## src/rtl/type_decode_if.sv

```systemverilog
// type_decode_if: opcode in, one-hot instruction-format flags out
interface type_decode_if;
  logic [6:0] opcode;
  logic R, I, L, Jr, S, Sb, aui, lui, J, illegal;
  modport master (output opcode, input R, I, L, Jr, S, Sb, aui, lui, J, illegal);
  modport slave (input opcode, output R, I, L, Jr, S, Sb, aui, lui, J, illegal);
endinterface

```

## src/rtl/type_decode.sv

```systemverilog
// type_decode: registered RV32I major-opcode decoder with one-hot format flags
module type_decode (
  input logic clk,
  input logic rst,
  type_decode_if.slave bus
);
  logic [9:0] nxt, f;
  always_comb begin
    nxt = '0;
    nxt[9] = bus.opcode == 7'b0110011;
    nxt[8] = bus.opcode == 7'b0010011;
    nxt[7] = bus.opcode == 7'b0000011;
    nxt[6] = bus.opcode == 7'b1100111;
    nxt[5] = bus.opcode == 7'b0100011;
    nxt[4] = bus.opcode == 7'b1100011;
    nxt[3] = bus.opcode == 7'b0010111;
    nxt[2] = bus.opcode == 7'b0110111;
    nxt[1] = bus.opcode == 7'b1101111;
    nxt[0] = ~|nxt[9:1];
  end
  always_ff @(posedge clk or posedge rst)
    if (rst) f <= '0;
    else f <= nxt;
  assign {bus.R, bus.I, bus.L, bus.Jr, bus.S, bus.Sb, bus.aui, bus.lui, bus.J, bus.illegal} = f;
endmodule

```

## src/flat_wrapper.sv

```systemverilog
// flat-port wrapper written by rule: the top's interface ports become plain ports
module type_decode_flat 
  (clk, rst, bus_opcode, bus_R, bus_I, bus_L, bus_Jr, bus_S, bus_Sb, bus_aui, bus_lui, bus_J, bus_illegal);
  type_decode_if bus_i ();
  input logic clk;
  input logic rst;
  input wire logic [$bits(bus_i.opcode)-1:0] bus_opcode;
  output wire logic [$bits(bus_i.R)-1:0] bus_R;
  output wire logic [$bits(bus_i.I)-1:0] bus_I;
  output wire logic [$bits(bus_i.L)-1:0] bus_L;
  output wire logic [$bits(bus_i.Jr)-1:0] bus_Jr;
  output wire logic [$bits(bus_i.S)-1:0] bus_S;
  output wire logic [$bits(bus_i.Sb)-1:0] bus_Sb;
  output wire logic [$bits(bus_i.aui)-1:0] bus_aui;
  output wire logic [$bits(bus_i.lui)-1:0] bus_lui;
  output wire logic [$bits(bus_i.J)-1:0] bus_J;
  output wire logic [$bits(bus_i.illegal)-1:0] bus_illegal;
  assign bus_i.opcode = bus_opcode;
  assign bus_R = bus_i.R;
  assign bus_I = bus_i.I;
  assign bus_L = bus_i.L;
  assign bus_Jr = bus_i.Jr;
  assign bus_S = bus_i.S;
  assign bus_Sb = bus_i.Sb;
  assign bus_aui = bus_i.aui;
  assign bus_lui = bus_i.lui;
  assign bus_J = bus_i.J;
  assign bus_illegal = bus_i.illegal;
  type_decode u_core (.clk(clk), .rst(rst), .bus(bus_i));
endmodule
```

## config.mk

```make
export PLATFORM = sky130hd
export DESIGN_NAME = type_decode_flat
export DESIGN_NICKNAME = d
export VERILOG_FILES = /design/src/rtl/type_decode_if.sv /design/src/rtl/type_decode.sv /design/src/flat_wrapper.sv
export SDC_FILE = /design/constraint.sdc
export NUM_CORES = 1
export LEC_CHECK = 0
export CORE_AREA = 5 5 42 44
export CTS_CLUSTER_SIZE = 16
export DETAILED_ROUTE_END_ITERATION = 8
export DIE_AREA = 0 0 47 49
export GPL_ROUTABILITY_DRIVEN = 0
export GPL_TIMING_DRIVEN = 0
export PLACE_DENSITY = 0.69
export SLEW_MARGIN = 40
export SYNTH_ARGS = -nofsm -noshare
export SYNTH_HDL_FRONTEND = slang
export SYNTH_SLANG_ARGS = --single-unit
```

## constraint.sdc

```tcl
create_clock -name clk -period 1.1 [get_ports clk]
set_input_delay 0.275 -clock clk [delete_from_list [all_inputs] [get_ports clk]]
set_output_delay 0.275 -clock clk [all_outputs]
set_load 0.005 [all_outputs]
```

==> results.toml, run 1 <==
[status]
status = "complete, no violations"

[synth]
yosysUniqueCellTypes = 15
synth-edff-count = 0
synthCells = 31
synth_area_sq_um = 385.4
yosys.cell_count.top_type = "dfrtp_1"
synth_warnings = 0
synth_ff_type = "dfrtp_1"
yosysTopAreaCell = "dfrtp_1"
synth_top_area_share_pct = 64.94
ys_top_cells_by_count = "10 x dfrtp_1, 3 x nand2_1"
synth-seq-area-share_pct = 64.94
synthesis.nets = 40
ys_ff_latch = 10
async_flop_share_pct = 100.0
syn_area_per_cell_sq_um = 12.43
synth_area_leaders = "dfrtp_1 65%, nor3b_2 6.5%, nand4_1 3.2%, nor4_1 3.2%, nand2_1 2.9%"

[clocking]
cts_max_path_buffers = 2
cts_inserted_buffers = 3
path_clk_slew_ns = 0.06
h-tree-depth = 1
cts-root-buf = "clkbuf_4"
clock-sinks = 10
hold_buffers = 0
cts_tree = "done"

[routing]
final_antenna_net_count = 0
vias = 313
drt-total-wl_um = 762
avgRoutedWirePerCell_um = 11.04
drt_iter0_drc = 2
dr.pass1.iters = 2
drc_errors = 0
vias_per_cell = 4.536

[critical_path]
crit_path_top_delay_cell = "or4_4"
path_cells = "buf_2 > nand2_2 > or4_4 > nor3b_2"
slowest_delay_ns = 0.57
cp_top_family = "simple AND/OR/NAND/NOR gates"
critPathKind = "input port to flop"
end_kind = "flop"
cp.arrival_ns = 1.24
required_ns = 1.27
worstPathMaxFanout = 4
crit_buf_inv = 1
cp-start-kind = "input port"

[grt]
gr-total-overflow = 0
grtUsageTotal_pct = 6.786
grt_pass1_vias = 268
grt_pass1_wl_mm = 1.076
grt_antenna_before_repair = 0
grt_max_degree = 11

[run]
drv_cap = 0

[placement]
place_ws_ns = -0.5580
io_buffer_count = 18
dp.cells = 65
place_hpwl_um = 593
placed_area_sq_um = 585.6

[cells_and_area]
area_growth_pct = 42.86
stdcell_area_sq_um = 550.5
drive_gt1_share_pct = 41.51
top_register = "u_core.f"
largest_register_ffs = 10
finalNetCount = 63
antenna_cells = 0
top_regs = "u_core.f: 10 flops"
fin_cells = 69

[die]
io_pins = 19
fp.dieW_um = 47
num_rows = 14
core_area_sq_um = 1401
start_util_pct = 27.50
die_h_um = 49
die_area_sq_um = 2303

[timing]
finalSetupViolations = 0
rsz0062_at_grt = "false"
setup_ws_ns = 0.03460
worst_pin_slew_ns = 0.3348
drv_slew = 0
max_freq_mhz = 938.6
finalCritPeriodShare_pct = 96.85
post-route-min-period_ns = 1.065
report.final.hold_viol_count = 0
slew_headroom_pct = 77.66

[hold_path]
hold_path.class = "input port to flop"

[power]
ir_worst_vdd_uv = 321.5
power.density_nw_per_um2 = 1343
power_leakage_nw = 0.2713
==> final timing paths <==
check | end | cells after the start | slack, ns | start
min in group asynchronous | u_core.f[3] | 2 | 0.29 | rst
worst max-delay path | u_core.f[8] | 4 | 0.03 | bus_opcode[1]
worst min-delay path | u_core.f[0] | 2 | 0.25 | bus_opcode[0]
max in group asynchronous | u_core.f[5] | 2 | 0.57 | rst
==> cell usage in the layout (no fill, tap or decap) <==
| cell | Yosys | routed |
|---|---|---|
| dlygate4sd2_1 | 0 | 3 |
| clkbuf_4 | 0 | 3 |
| dfrtp_1 | 10 | 10 |
| o21ai_0 | 1 | 1 |
| or4_4 | 1 | 1 |
| nor2b_1 | 1 | 1 |
| nand3b_1 | 1 | 1 |
| nand2_1 | 3 | 2 |
| nor4b_1 | 1 | 1 |
| buf_2 | 0 | 6 |
| clkbuf_2 | 0 | 8 |
| clkbuf_8 | 0 | 1 |
| nor2_1 | 2 | 2 |
| nand3_1 | 1 | 1 |
| nand4_1 | 2 | 2 |
| nor4_1 | 2 | 2 |
| nor3_1 | 2 | 2 |
| nor3b_2 | 2 | 2 |
| nand2_2 | 0 | 1 |
| nand4b_1 | 1 | 1 |
| clkdlybuf4s50_1 | 0 | 1 |
| inv_1 | 1 | 1 |
==> metal layers <==
| layer | vias up | global-route usage [%] | wire [um] |
|---|---|---|---|
| met5 | - | 0 | 0 |
| met4 | 0 | 8.295 | 20 |
| met3 | 2 | 0 | 84 |
| met2 | 14 | 10.18 | 374 |
| met1 | 140 | 7.356 | 283 |
| li1 | 157 | - | - |
==> layout make-up <==
cell class / instances / area (sq um)
Clock buffer: 4 / 36.28
Fill cell: 152 / 850.8
Inverter: 1 / 3.754
Multi-Input combinational cell: 20 / 133.9
Sequential cell: 10 / 250.2
Tap cell: 16 / 20.02
Timing Repair Buffer: 18 / 106.4
==> power breakdown <==
group	internal (mW)	switching, mW
Combinational	0.0257	0.0354
Sequential	0.371	0.000645
Clock	0.200	0.107
==> stage by stage <==
| stage | TNS, ns | hold WS (ns) | util (%) | power (mW) |
|---|---|---|---|---|
| after floorplan | 0 | 0.1152 | - | 0.3999 |
| after global placement | -3.604 | 0.5579 | 41.79 | 0.4514 |
| after detailed placement | -3.698 | 0.5537 | 41.79 | 0.4524 |
| after CTS | 0 | 0.2444 | 42.59 | 0.7504 |
| after global routing | 0 | 0.2411 | 39.29 | 0.7748 |
| final | 0 | 0.2457 | 39.29 | 0.7396 |
==> kinds of logic (layout without fill, tap and decap cells) <==
group,count (synthesis),count (layout),synth area share [%]
compound gates,1,1,1.297
buf+inv,1,23,0.9731
flops,10,10,64.94
simple gates,19,19,32.79
==> what timing repair did <==
item | CTS | global route
setup buffers | 0 | 0
endpoints found under the setup margin | 17 | 11
gates resized for setup | 43 | 9
endpoints found under the hold margin | 0 | 0
pin swaps | 2 | 2
Power figures use the tool's default switching activity.
==> run 2: changes to the inputs <==
--- a/config.mk
+++ b/config.mk
@@ -5,6 +5,7 @@
 export SDC_FILE = /design/constraint.sdc
 export NUM_CORES = 1
 export LEC_CHECK = 0
+export CAP_MARGIN = 20
 export CORE_AREA = 5 5 42 44
 export CTS_CLUSTER_SIZE = 16
 export DETAILED_ROUTE_END_ITERATION = 8
@@ -12,7 +13,7 @@
 export GPL_ROUTABILITY_DRIVEN = 0
 export GPL_TIMING_DRIVEN = 0
 export PLACE_DENSITY = 0.69
-export SLEW_MARGIN = 40
+export SLEW_MARGIN = 20
 export SYNTH_ARGS = -nofsm -noshare
 export SYNTH_HDL_FRONTEND = slang
 export SYNTH_SLANG_ARGS = --single-unit
==> results of run 2 <==
Same layout as run 1: the final DEF is identical, and so are final timing and power.
==> run 3: changes to the inputs <==
--- a/config.mk
+++ b/config.mk
@@ -13,7 +13,6 @@
 export GPL_ROUTABILITY_DRIVEN = 0
 export GPL_TIMING_DRIVEN = 0
 export PLACE_DENSITY = 0.69
-export SLEW_MARGIN = 20
 export SYNTH_ARGS = -nofsm -noshare
 export SYNTH_HDL_FRONTEND = slang
 export SYNTH_SLANG_ARGS = --single-unit
==> results of run 3 <==
Same layout as run 1: the final DEF is identical, and so are final timing and power.
